===== src/rtl/wm_pkg.sv =====
// Shared definitions for the washing-machine phase timer: phase codes,
// BCD digit limits and the hours/minutes payload carried between blocks.
package wm_pkg;

  localparam int unsigned BCD_W = 4;
  localparam logic [BCD_W-1:0] MIN_TEN_MAX = BCD_W'(5);
  localparam logic [BCD_W-1:0] DIGIT_MAX   = BCD_W'(9);

  typedef enum logic [2:0] {
    ST_IDLE   = 3'd0,
    ST_WASH   = 3'd1,
    ST_WASH_P = 3'd2,
    ST_DRY    = 3'd3,
    ST_DRY_P  = 3'd4,
    ST_PREP   = 3'd5
  } phase_e;

  typedef struct packed {
    logic [BCD_W-1:0] hr;
    logic [BCD_W-1:0] min_ten;
    logic [BCD_W-1:0] min_one;
  } bcd_hm_t;

endpackage


===== src/rtl/wm_phase_timer_if.sv =====
// Bundle between the phase controller / keypad side and the phase timer.
//   state            : controller phase code
//   wash_*, dry_*    : programmed durations, BCD h:mm
//   rem_*            : remaining time, BCD h:mm
//   complete_op      : one-cycle pulse when the phase count expires
//   running          : phase actively counting
interface wm_phase_timer_if;
  import wm_pkg::*;

  logic [2:0]       state;
  logic [BCD_W-1:0] wash_hr, wash_min_ten, wash_min_one;
  logic [BCD_W-1:0] dry_hr, dry_min_ten, dry_min_one;
  logic [BCD_W-1:0] rem_hr, rem_min_ten, rem_min_one;
  logic             complete_op;
  logic             running;

  modport master (
    output state, wash_hr, wash_min_ten, wash_min_one,
           dry_hr, dry_min_ten, dry_min_one,
    input  rem_hr, rem_min_ten, rem_min_one, complete_op, running
  );

  modport slave (
    input  state, wash_hr, wash_min_ten, wash_min_one,
           dry_hr, dry_min_ten, dry_min_one,
    output rem_hr, rem_min_ten, rem_min_one, complete_op, running
  );

endinterface


===== src/rtl/wm_phase_timer_bcd.sv =====
// BCD h:mm down counter with load-time clamping.
//   clk, reset : clock, synchronous active-high reset
//   load       : load load_val (clamped to a legal BCD time)
//   load_val   : value to load
//   dec        : decrement one minute; holds at 0:00
//   cnt        : registered count
//   zero       : count is 0:00
module bcd_hm_down_counter
  import wm_pkg::*;
(
  input  logic    clk,
  input  logic    reset,
  input  logic    load,
  input  bcd_hm_t load_val,
  input  logic    dec,
  output bcd_hm_t cnt,
  output logic    zero
);

  bcd_hm_t cnt_n;

  function automatic logic [BCD_W-1:0] clamp(input logic [BCD_W-1:0] d,
                                             input logic [BCD_W-1:0] mx);
    return (d > mx) ? mx : d;
  endfunction

  assign zero = (cnt == '0);

  // Next count: clamped load, or minute decrement with borrow chain
  always_comb begin
    cnt_n = cnt;
    if (load) begin
      cnt_n.hr      = clamp(load_val.hr, DIGIT_MAX);
      cnt_n.min_ten = clamp(load_val.min_ten, MIN_TEN_MAX);
      cnt_n.min_one = clamp(load_val.min_one, DIGIT_MAX);
    end else if (dec && !zero) begin
      if (cnt.min_one != '0) begin
        cnt_n.min_one = cnt.min_one - BCD_W'(1);
      end else begin
        cnt_n.min_one = DIGIT_MAX;
        if (cnt.min_ten != '0) begin
          cnt_n.min_ten = cnt.min_ten - BCD_W'(1);
        end else begin
          cnt_n.min_ten = MIN_TEN_MAX;
          cnt_n.hr      = cnt.hr - BCD_W'(1);
        end
      end
    end
  end

  always_ff @(posedge clk) begin
    if (reset) cnt <= '0;
    else       cnt <= cnt_n;
  end

endmodule


===== src/rtl/wm_phase_timer.sv =====
// Phase countdown scheduler: loads prep/wash/dry durations on phase entry,
// counts down one minute per TICK_DIV cycles, freezes in pauses and pulses
// complete_op once when the phase count expires.
//   clk, reset : clock, synchronous active-high reset
//   bus        : slave side of wm_phase_timer_if (state, durations in;
//                remaining time, complete_op, running out)
module wm_phase_timer
  import wm_pkg::*;
#(
  parameter int unsigned TICK_DIV   = 100_000_000,
  parameter int unsigned PREP_TICKS = 3
)(
  input logic             clk,
  input logic             reset,
  wm_phase_timer_if.slave bus
);

  localparam int unsigned   PS_W      = (TICK_DIV > 1) ? $clog2(TICK_DIV) : 1;
  localparam int unsigned   PR_W      = (PREP_TICKS > 0) ? $clog2(PREP_TICKS + 1) : 1;
  localparam logic [PS_W-1:0] PS_LAST   = PS_W'(TICK_DIV - 1);
  localparam logic [PR_W-1:0] PREP_LOAD = PR_W'(PREP_TICKS);
  localparam logic            PREP_ZERO = (PREP_TICKS == 0);

  logic [2:0]      st, prev_q, prev_n;
  logic [PS_W-1:0] ps_q, ps_n;
  logic [PR_W-1:0] prep_q, prep_n;
  logic            done_q, done_n, co_q, co_n, run_q, run_n;
  logic            entry, active, tick, do_load, do_clear, load_zero;
  logic            cnt_load, cnt_dec, cnt_zero, cnt_is_one;
  bcd_hm_t         cnt_val, cnt_q, wash_t, dry_t;

  assign st     = bus.state;
  assign wash_t = {bus.wash_hr, bus.wash_min_ten, bus.wash_min_one};
  assign dry_t  = {bus.dry_hr, bus.dry_min_ten, bus.dry_min_one};

  assign cnt_is_one = (cnt_q.hr == '0) && (cnt_q.min_ten == '0) &&
                      (cnt_q.min_one == BCD_W'(1));

  bcd_hm_down_counter u_cnt (
    .clk      (clk),
    .reset    (reset),
    .load     (cnt_load),
    .load_val (cnt_val),
    .dec      (cnt_dec),
    .cnt      (cnt_q),
    .zero     (cnt_zero)
  );

  // Entry decode, prescaler, prep counter and expiry
  always_comb begin
    prev_n    = st;
    ps_n      = ps_q;
    prep_n    = prep_q;
    done_n    = done_q;
    co_n      = 1'b0;
    run_n     = 1'b0;
    cnt_load  = 1'b0;
    cnt_val   = '0;
    cnt_dec   = 1'b0;
    tick      = 1'b0;
    do_load   = 1'b0;
    do_clear  = 1'b0;
    load_zero = 1'b0;
    entry     = (st != prev_q);
    active    = (st == ST_WASH) || (st == ST_DRY) || (st == ST_PREP);

    if (st == ST_IDLE) begin
      do_clear = 1'b1;
    end else if (entry && active) begin
      if (st == ST_PREP && prev_q == ST_IDLE) begin
        do_load   = 1'b1;
        cnt_val   = wash_t;        // shown during prep, not decremented
        prep_n    = PREP_LOAD;
        load_zero = PREP_ZERO;
      end else if (st == ST_WASH && prev_q == ST_PREP) begin
        do_load   = 1'b1;
        cnt_val   = wash_t;
        load_zero = (wash_t == '0);
      end else if (st == ST_DRY && prev_q == ST_WASH) begin
        do_load   = 1'b1;
        cnt_val   = dry_t;
        load_zero = (dry_t == '0);
      end else if ((st == ST_WASH && prev_q == ST_WASH_P) ||
                   (st == ST_DRY  && prev_q == ST_DRY_P)) begin
        // Resume: prescaler kept, entry cycle does not advance it
        run_n = !done_q;
      end else begin
        do_clear = 1'b1;
      end
    end else if (active && !done_q) begin
      run_n = 1'b1;
      if (ps_q == PS_LAST) begin
        tick = 1'b1;
        ps_n = '0;
      end else begin
        ps_n = ps_q + PS_W'(1);
      end
      if (tick) begin
        if (st == ST_PREP) begin
          if (prep_q != '0) begin
            prep_n = prep_q - PR_W'(1);
            if (prep_q == PR_W'(1)) begin
              done_n = 1'b1;
              co_n   = 1'b1;
              run_n  = 1'b0;
            end
          end
        end else if (!cnt_zero) begin
          cnt_dec = 1'b1;
          if (cnt_is_one) begin
            done_n = 1'b1;
            co_n   = 1'b1;
            run_n  = 1'b0;
          end
        end
      end
    end

    // Zero-length loads expire immediately, without waiting for a tick
    if (do_load) begin
      cnt_load = 1'b1;
      ps_n     = '0;
      done_n   = load_zero;
      co_n     = load_zero;
      run_n    = !load_zero;
    end

    if (do_clear) begin
      prev_n   = ST_IDLE;
      ps_n     = '0;
      prep_n   = '0;
      done_n   = 1'b0;
      cnt_load = 1'b1;
      cnt_val  = '0;
      co_n     = 1'b0;
      run_n    = 1'b0;
    end
  end

  always_ff @(posedge clk) begin
    if (reset) begin
      prev_q <= '0;
      ps_q   <= '0;
      prep_q <= '0;
      done_q <= 1'b0;
      co_q   <= 1'b0;
      run_q  <= 1'b0;
    end else begin
      prev_q <= prev_n;
      ps_q   <= ps_n;
      prep_q <= prep_n;
      done_q <= done_n;
      co_q   <= co_n;
      run_q  <= run_n;
    end
  end

  assign bus.rem_hr      = cnt_q.hr;
  assign bus.rem_min_ten = cnt_q.min_ten;
  assign bus.rem_min_one = cnt_q.min_one;
  assign bus.complete_op = co_q;
  assign bus.running     = run_q;

endmodule


===== src/flat_wrapper.sv =====
// flat-port wrapper written by rule: the top's interface ports become plain ports
module wm_phase_timer_flat import wm_pkg::*;
#(
  parameter int unsigned TICK_DIV   = 100_000_000,
  parameter int unsigned PREP_TICKS = 3
)
  (clk, reset, bus_state, bus_wash_hr, bus_wash_min_ten, bus_wash_min_one, bus_dry_hr, bus_dry_min_ten, bus_dry_min_one, bus_rem_hr, bus_rem_min_ten, bus_rem_min_one, bus_complete_op, bus_running);
  wm_phase_timer_if bus_i ();
  input logic clk;
  input logic reset;
  input wire logic [$bits(bus_i.state)-1:0] bus_state;
  input wire logic [$bits(bus_i.wash_hr)-1:0] bus_wash_hr;
  input wire logic [$bits(bus_i.wash_min_ten)-1:0] bus_wash_min_ten;
  input wire logic [$bits(bus_i.wash_min_one)-1:0] bus_wash_min_one;
  input wire logic [$bits(bus_i.dry_hr)-1:0] bus_dry_hr;
  input wire logic [$bits(bus_i.dry_min_ten)-1:0] bus_dry_min_ten;
  input wire logic [$bits(bus_i.dry_min_one)-1:0] bus_dry_min_one;
  output wire logic [$bits(bus_i.rem_hr)-1:0] bus_rem_hr;
  output wire logic [$bits(bus_i.rem_min_ten)-1:0] bus_rem_min_ten;
  output wire logic [$bits(bus_i.rem_min_one)-1:0] bus_rem_min_one;
  output wire logic [$bits(bus_i.complete_op)-1:0] bus_complete_op;
  output wire logic [$bits(bus_i.running)-1:0] bus_running;
  assign bus_i.state = bus_state;
  assign bus_i.wash_hr = bus_wash_hr;
  assign bus_i.wash_min_ten = bus_wash_min_ten;
  assign bus_i.wash_min_one = bus_wash_min_one;
  assign bus_i.dry_hr = bus_dry_hr;
  assign bus_i.dry_min_ten = bus_dry_min_ten;
  assign bus_i.dry_min_one = bus_dry_min_one;
  assign bus_rem_hr = bus_i.rem_hr;
  assign bus_rem_min_ten = bus_i.rem_min_ten;
  assign bus_rem_min_one = bus_i.rem_min_one;
  assign bus_complete_op = bus_i.complete_op;
  assign bus_running = bus_i.running;
  wm_phase_timer #(.TICK_DIV(TICK_DIV), .PREP_TICKS(PREP_TICKS)) u_core (.clk(clk), .reset(reset), .bus(bus_i));
endmodule

===== config.mk =====
export PLATFORM = sky130hd
export DESIGN_NAME = wm_phase_timer_flat
export DESIGN_NICKNAME = d
export VERILOG_FILES = /design/src/rtl/wm_pkg.sv /design/src/rtl/wm_phase_timer_if.sv /design/src/rtl/wm_phase_timer_bcd.sv /design/src/rtl/wm_phase_timer.sv /design/src/flat_wrapper.sv
export SDC_FILE = /design/constraint.sdc
export NUM_CORES = 1
export LEC_CHECK = 0
export ABC_CLOCK_PERIOD_IN_PS = 7100
export CAP_MARGIN = 0
export CORE_MARGIN = 2
export CORE_UTILIZATION = 56
export CTS_BUF_LIST = sky130_fd_sc_hd__clkbuf_8
export DETAILED_ROUTE_END_ITERATION = 7
export GPL_ROUTABILITY_DRIVEN = 0
export MAX_ROUTING_LAYER = met4
export PLACE_DENSITY = 0.82
export RECOVER_POWER = 50
export SLEW_MARGIN = 20
export SYNTH_ARGS = -nofsm -noshare
export SYNTH_HDL_FRONTEND = slang
export SYNTH_HIERARCHICAL = 1
export SYNTH_SLANG_ARGS = --single-unit

===== constraint.sdc =====
create_clock -name clk -period 7.1 [get_ports clk]
set_input_delay 2.13 -clock clk [delete_from_list [all_inputs] [get_ports clk]]
set_output_delay 2.13 -clock clk [all_outputs]
set_load 0.02 [all_outputs]

After elaboration in Yosys (flattened, before gate mapping) --
Index checks and enable logic that the tools add are counted.
Storage, ports and cells: bits in registers 47, bits of input ports 29
Operators by class: mux-type cells 84, equal/unequal tests 19, $lt $le $gt $ge 3, $add $sub $neg 5, reductions and logical operators 41, bitwise operators 2
Operator list (number):
- $mux W12 | 8
- $mux W1 | 62
- $logic_not A12 Y1 | 3
- $add A27 B1 Y27 const B | 1
- $eq A27 B27 Y1 const B | 1
- $mux W27 | 1
- $mux W4 | 6
- $reduce_bool A2 Y1 | 8
- $mux W2 | 6
- $sub A4 B1 Y4 const B | 3
- $logic_and A1 B1 Y1 | 10
- $eq A3 B3 Y1 const B | 3
- $ne A3 B2 Y1 const B | 3
- $gt A4 B4 Y1 const B | 2
- $logic_not A4 Y1 | 2
- $mux W8 | 1
- $ne A2 B1 Y1 const B | 4
- $reduce_and A8 Y1 | 1
- $reduce_bool A4 Y1 | 2
- $eq A3 B1 Y1 const B | 2
- $eq A3 B2 Y1 const B | 2
- $logic_not A3 Y1 | 2
- $reduce_and A3 Y1 | 2
- $reduce_and A6 Y1 | 1
- 13 further kinds | 18

Logic depth before layout (Yosys ltp) --
depth in word-level cells 14, mapped depth 11, depth with buffers taken out 10

Cells and area by module --
Netlist, hierarchy kept.
By module, submodules not included:
- wm_phase_timer | area an instance 2297.2 um^2, cells each 280, sequential area each 700.7 um^2, instances 1
- bcd_hm_down_counter | area an instance 734.5 um^2, cells each 87, sequential area each 240.2 um^2, instances 1

Least setup slack after synthesis --
Ideal clock, no wire load.
kind input-to-reg, from input bus_state[0], to register u_core/u_cnt/cnt[11] (netlist name), cell stages on the path 9, data arrival time 4397 ps, setup slack 2612 ps, path through buf_4 > and2b_1 > nand3_2 > nor3_1 > and4b_1 > nor2b_1 > nand4_2 > or3_1 > a311oi_1
On the way: elaborated cells between the ends (all ways) 47
RTL lines:
- from (decl) | RTL line flat_wrapper.sv:11 | input wire logic [$bits(bus_i.state)-1:0] bus_state;
- $eq A3 B1 Y1 or $eq A3 B2 Y1 (tied branches) | RTL line wm_phase_timer.sv:65 | active = (st == ST_WASH) || (st == ST_DRY) || (st == ST_PREP);
- $logic_or A1 B1 Y1 (2 in a row) | RTL line wm_phase_timer.sv:65
- $logic_and A1 B1 Y1 | RTL line wm_phase_timer.sv:90 | end else if (active && !done_q) begin
- $mux W1 | RTL line wm_phase_timer.sv:90
- $mux W1 | RTL line wm_phase_timer.sv:69 | end else if (entry && active) begin
- $mux W1 * | RTL line wm_phase_timer.sv:67 | if (st == ST_IDLE) begin
- named net u_core.cnt_dec | RTL line wm_phase_timer.sv:29 | logic cnt_load, cnt_dec, cnt_zero, cnt_is_one;
- $logic_and A1 B1 Y1 * | RTL line wm_phase_timer_bcd.sv:36 | end else if (dec && !zero) begin
- $reduce_bool A2 Y1 (no line) *
- $reduce_and A3 Y1 (no line) *
- to (signal assigned) | RTL line wm_phase_timer_bcd.sv:53 | else cnt <= cnt_n;
- to (decl) | RTL line wm_phase_timer_bcd.sv:16 | output bcd_hm_t cnt,
Mark *: on every way through the listed nets, which the timed path passes. The rest lies on a longest branch. A chain may end at the register's enable or synchronous reset.

Worst setup path in the final report --
from input bus_state[2], to register u_core.ps_q[0]
On the way: cells in the longest elaborated chain, start to end 10, elaborated cells between the ends (all ways) 30
RTL lines:
- $eq A3 B1 Y1 or $eq A3 B2 Y1 (tied branches)
- $logic_and A1 B1 Y1 (on tied branches) | RTL line wm_phase_timer.sv:83, wm_phase_timer.sv:84
- $logic_or A1 B1 Y1 | RTL line wm_phase_timer.sv:83 | end else if ((st == ST_WASH && prev_q == ST_WASH_P) ||
- $mux W1 | RTL line wm_phase_timer.sv:83
- $mux W1 | RTL line wm_phase_timer.sv:79 | end else if (st == ST_DRY && prev_q == ST_WASH) begin
- $mux W1 | RTL line wm_phase_timer.sv:75 | end else if (st == ST_WASH && prev_q == ST_PREP) begin
- $mux W1 | RTL line wm_phase_timer.sv:70 | if (st == ST_PREP && prev_q == ST_IDLE) begin
- $mux W1 | RTL line wm_phase_timer.sv:69
- $mux W1 | RTL line wm_phase_timer.sv:67
- $reduce_or A3 Y1 (no line)
- to (signal assigned) | RTL line wm_phase_timer.sv:150 | ps_q <= ps_n;
- to (decl) | RTL line wm_phase_timer.sv:25 | logic [PS_W-1:0] ps_q, ps_n;
Parallel ways exist; a longest one is shown, timed or not.

==> run metrics <==
initial detailed-routing violation count=~240; share of cells above drive strength 1=under 10%; share of power burned in combinational logic=20.7%; final cycle utilization of the critical path=between 70% and 80%; Setup-failing EPs final=0; data required time at the worst endpoint=just over 7 ns; post-CTS setup buffer count=0; Worst R2R Setup Slack=3.55 ns; Endpoint, Worst Hold=u_core/ps_q[22]; source of the critical timing path=bus_state[2]; Async S/R FF share, synth=0%; fin nets=432; status=complete, but fails checks; standard-cell rows=26; Lkg Pwr=1.14 nW; clock share of power=between 20% and 30%; DIE WIDTH=77.6 µm; H-tree depth=2; vertical die dimension=~78 µm; classification of the worst setup path=in2reg; distinct cell type count after synthesis=67; vias in the first global route=between 2000 and 3000; CP max FO=27; number of warnings reported in the yosys synthesis log=6; critical path launch point type=primary input; largest clock skew in the final design=roughly 0.0050 ns; routed via count=~3000; Mean Syn Cell Area=8.26 µm²; power density relative to cell area=between 150 and 200 nW/µm²; min cycle time layout=roughly 5.6 ns; Routed Antenna Nets=0; number of enable-type register cells in the synthesized netlist=0; Sw Share=30.4%; CTS Sinks=47; HPWL Detailed=5490 µm; Least-Margin Pin Slew=approximately 1.6 ns; CTS clock-pin slew for the worst setup and hold paths=~0.090 ns; count of hold-fix buffers inserted at cts=0; maximum number of pins on one net before global-route repair=36; top library cells by usage in the layout, fill and taps aside=dfxtp_1, nor3_1, clkdlybuf4s50_1; clk_lat worst skew=around 0.3 ns; CTS tree=done; post-DR vias/cell=approximately 6.3; DIE AREA=~6000 µm²; non-filler cells in the finished layout=approximately 470; Syn-to-layout area delta=17.4%; Top-Level Pins=between 40 and 50; remaining global-route overflow=0; maximum VDD drop=0.0000923 V; violated checks=max-capacitance violations, max-slew violations; flip-flop cell with the highest count after synthesis=dfxtp_1; number of synthesized register bits=47; initial antenna violation count=0; Worst R2R Start=u_core/prev_q[2]; number of buffer cells added on primary ports=between 40 and 50; P_int=0.391 mW; tightest hold margin=around 0.52 ns; first-pass GRT wire length=between 10000 and 15000 µm; sequential power share=a little over 50%; Setup TNS Final=0 ns; Hold Path Cell Cnt=2; most common library cell in the layout ignoring fill and taps=dfxtp_1; RSZ-0062 raised after global routing=false; cell area after synthesis=3030 µm²; gate count after technology mapping=about 370; final hold vios=0; syn_nets=401; Initial Util=between 50 and 60%; number of instances in the placed design=461; Hold Path Origin=u_core/ps_q[22]; Register-to-Register Path Depth=5; fraction of the yosys area taken by sequential cells=31.0%; total net switching power=~0.17 mW; number of max-cap violations=2; number of clock buffers inserted by TritonCTS=5; CP Capture Type=flop; floorplan core area=5170 µm²; maximum clock path buffer count=2; number of iterations in the first detailed-routing pass=5; clock tree root buffer cell=clkbuf_8; Min-Delay Path Class=reg2reg; WP data arrival=5.76 ns; number of design rule violations left after detail routing=0; average wire per standard cell=between 15 and 20 µm; count of final max-slew check failures=36; Antenna diodes=0; Post-CTS Resized=0; detailed-route wire length=7490 µm; overall routing resource usage=26.2%; fmax=approximately 180 MHz; Slew HR=-5.21%; capture point of the worst reg-to-reg path=u_core/ps_q[0]
-- power by group through the flow --
stage	logic, mW	clock network, mW	registers (mW)
after floorplan	0.0697	0	0.290
after global placement	0.115	0	0.289
after detailed placement	0.117	0	0.289
after CTS	0.118	0.166	0.283
after global routing	0.127	0.176	0.285
final	0.116	0.163	0.283
-- cells in the mapped netlist (all sizes together), types with 2 or more instances --
| cell | n | area (µm²) |
|---|---|---|
| dfxtp | 47 | 941 |
| nor3 | 37 | 185 |
| xnor2 | 24 | 210 |
| nand2 | 23 | 86.3 |
| nor4 | 23 | 156 |
| nor2 | 20 | 75.1 |
| inv | 15 | 56.3 |
| a22o | 13 | 114 |
| clkbuf | 13 | 48.8 |
| nand3 | 12 | 65.1 |
| o21ai | 12 | 60.1 |
| a211oi | 11 | 97.6 |
| nand4 | 11 | 90.1 |
| buf | 8 | 53.8 |
| or3 | 8 | 55.1 |
| a21oi | 7 | 35.0 |
| and4 | 7 | 63.8 |
| nor4b | 7 | 61.3 |
| or4 | 6 | 52.6 |
| ha | 5 | 62.6 |
| nand2b | 5 | 31.3 |
| o31ai | 5 | 37.5 |
| nand3b | 4 | 30.0 |
| a311oi | 3 | 26.3 |
| and3 | 3 | 18.8 |
| mux2i | 3 | 30.0 |
| nor2b | 3 | 18.8 |
| nor3b | 3 | 27.5 |
| or2 | 3 | 18.8 |
| a31oi | 2 | 12.5 |
| a32o | 2 | 20.0 |
| and2 | 2 | 13.8 |
| o31a | 2 | 18.8 |
| or3b | 2 | 17.5 |
-- sequential cells by signal, summed over array words and instances, names as in the netlist --
signal / count
u_core/prep_q: 2
u_core/u_cnt/cnt: 12
u_core/bus.complete_op: 1
u_core/bus.running: 1
u_core/prev_q: 3
u_core/ps_q: 27
u_core/done_q: 1
-- cell families after synthesis --
kind of cell | count (synthesis) | synth area share, %
buf+inv | 36 | 5.24
fa+ha+maj | 5 | 2.06
flops | 47 | 31.0
xor+xnor | 24 | 6.93
compound gates | 68 | 17.0
simple gates | 183 | 36.4
mux | 4 | 1.36
-- worst max path at each step --
stage,slack [ns],end
finish,1.46,u_core/ps_q[0]
global placement,1.80,u_core/u_cnt/cnt[11]
CTS,1.95,u_core/u_cnt/cnt[11]
floorplan,2.61,u_core/u_cnt/cnt[11]
detailed placement,1.64,u_core/u_cnt/cnt[11]
global route,1.13,u_core/ps_q[3]
-- per-layer routing --
layer	global-route usage [%]	up-vias	wire, µm
met5	-	-	0
met4	5.89	0	42
met3	3.84	6	329
met2	39.7	92	3410
met1	37.1	1373	3710
li1	-	1464	-
-- final cells by class --
| class | instances | area [µm²] |
|---|---|---|
| fill | 415 | 1610 |
| multi-input combinational | 284 | 1950 |
| tap | 70 | 87.6 |
| timing repair buffer | 45 | 439 |
| clock inverter | 3 | 20.0 |
| clock buffer | 5 | 68.8 |
| sequential | 47 | 941 |
| inverter | 15 | 56.3 |
-- critical path, stage by stage --
cell           delay [ns]
dlygate4sd3_1        0.78
or3b_2               0.48
a211oi_1             1.20
or2_0                0.32
a21o_1               0.72
nor3_1               0.12
-- per-stage QoR --
| step | instance area (µm²) | total power [mW] | util [%] | worst slack, ns |
|---|---|---|---|---|
| floorplan | 3030 | 0.359 | - | 2.61 |
| global placement | 3480 | 0.404 | 67.3 | 1.80 |
| detailed placement | 3480 | 0.406 | 67.3 | 1.64 |
| CTS | 3570 | 0.567 | 69.0 | 1.95 |
| global route | 3560 | 0.587 | 68.8 | 1.13 |
| finish | 3560 | 0.562 | 68.8 | 1.46 |
No activity file was read; power rests on OpenSTA's default activity.
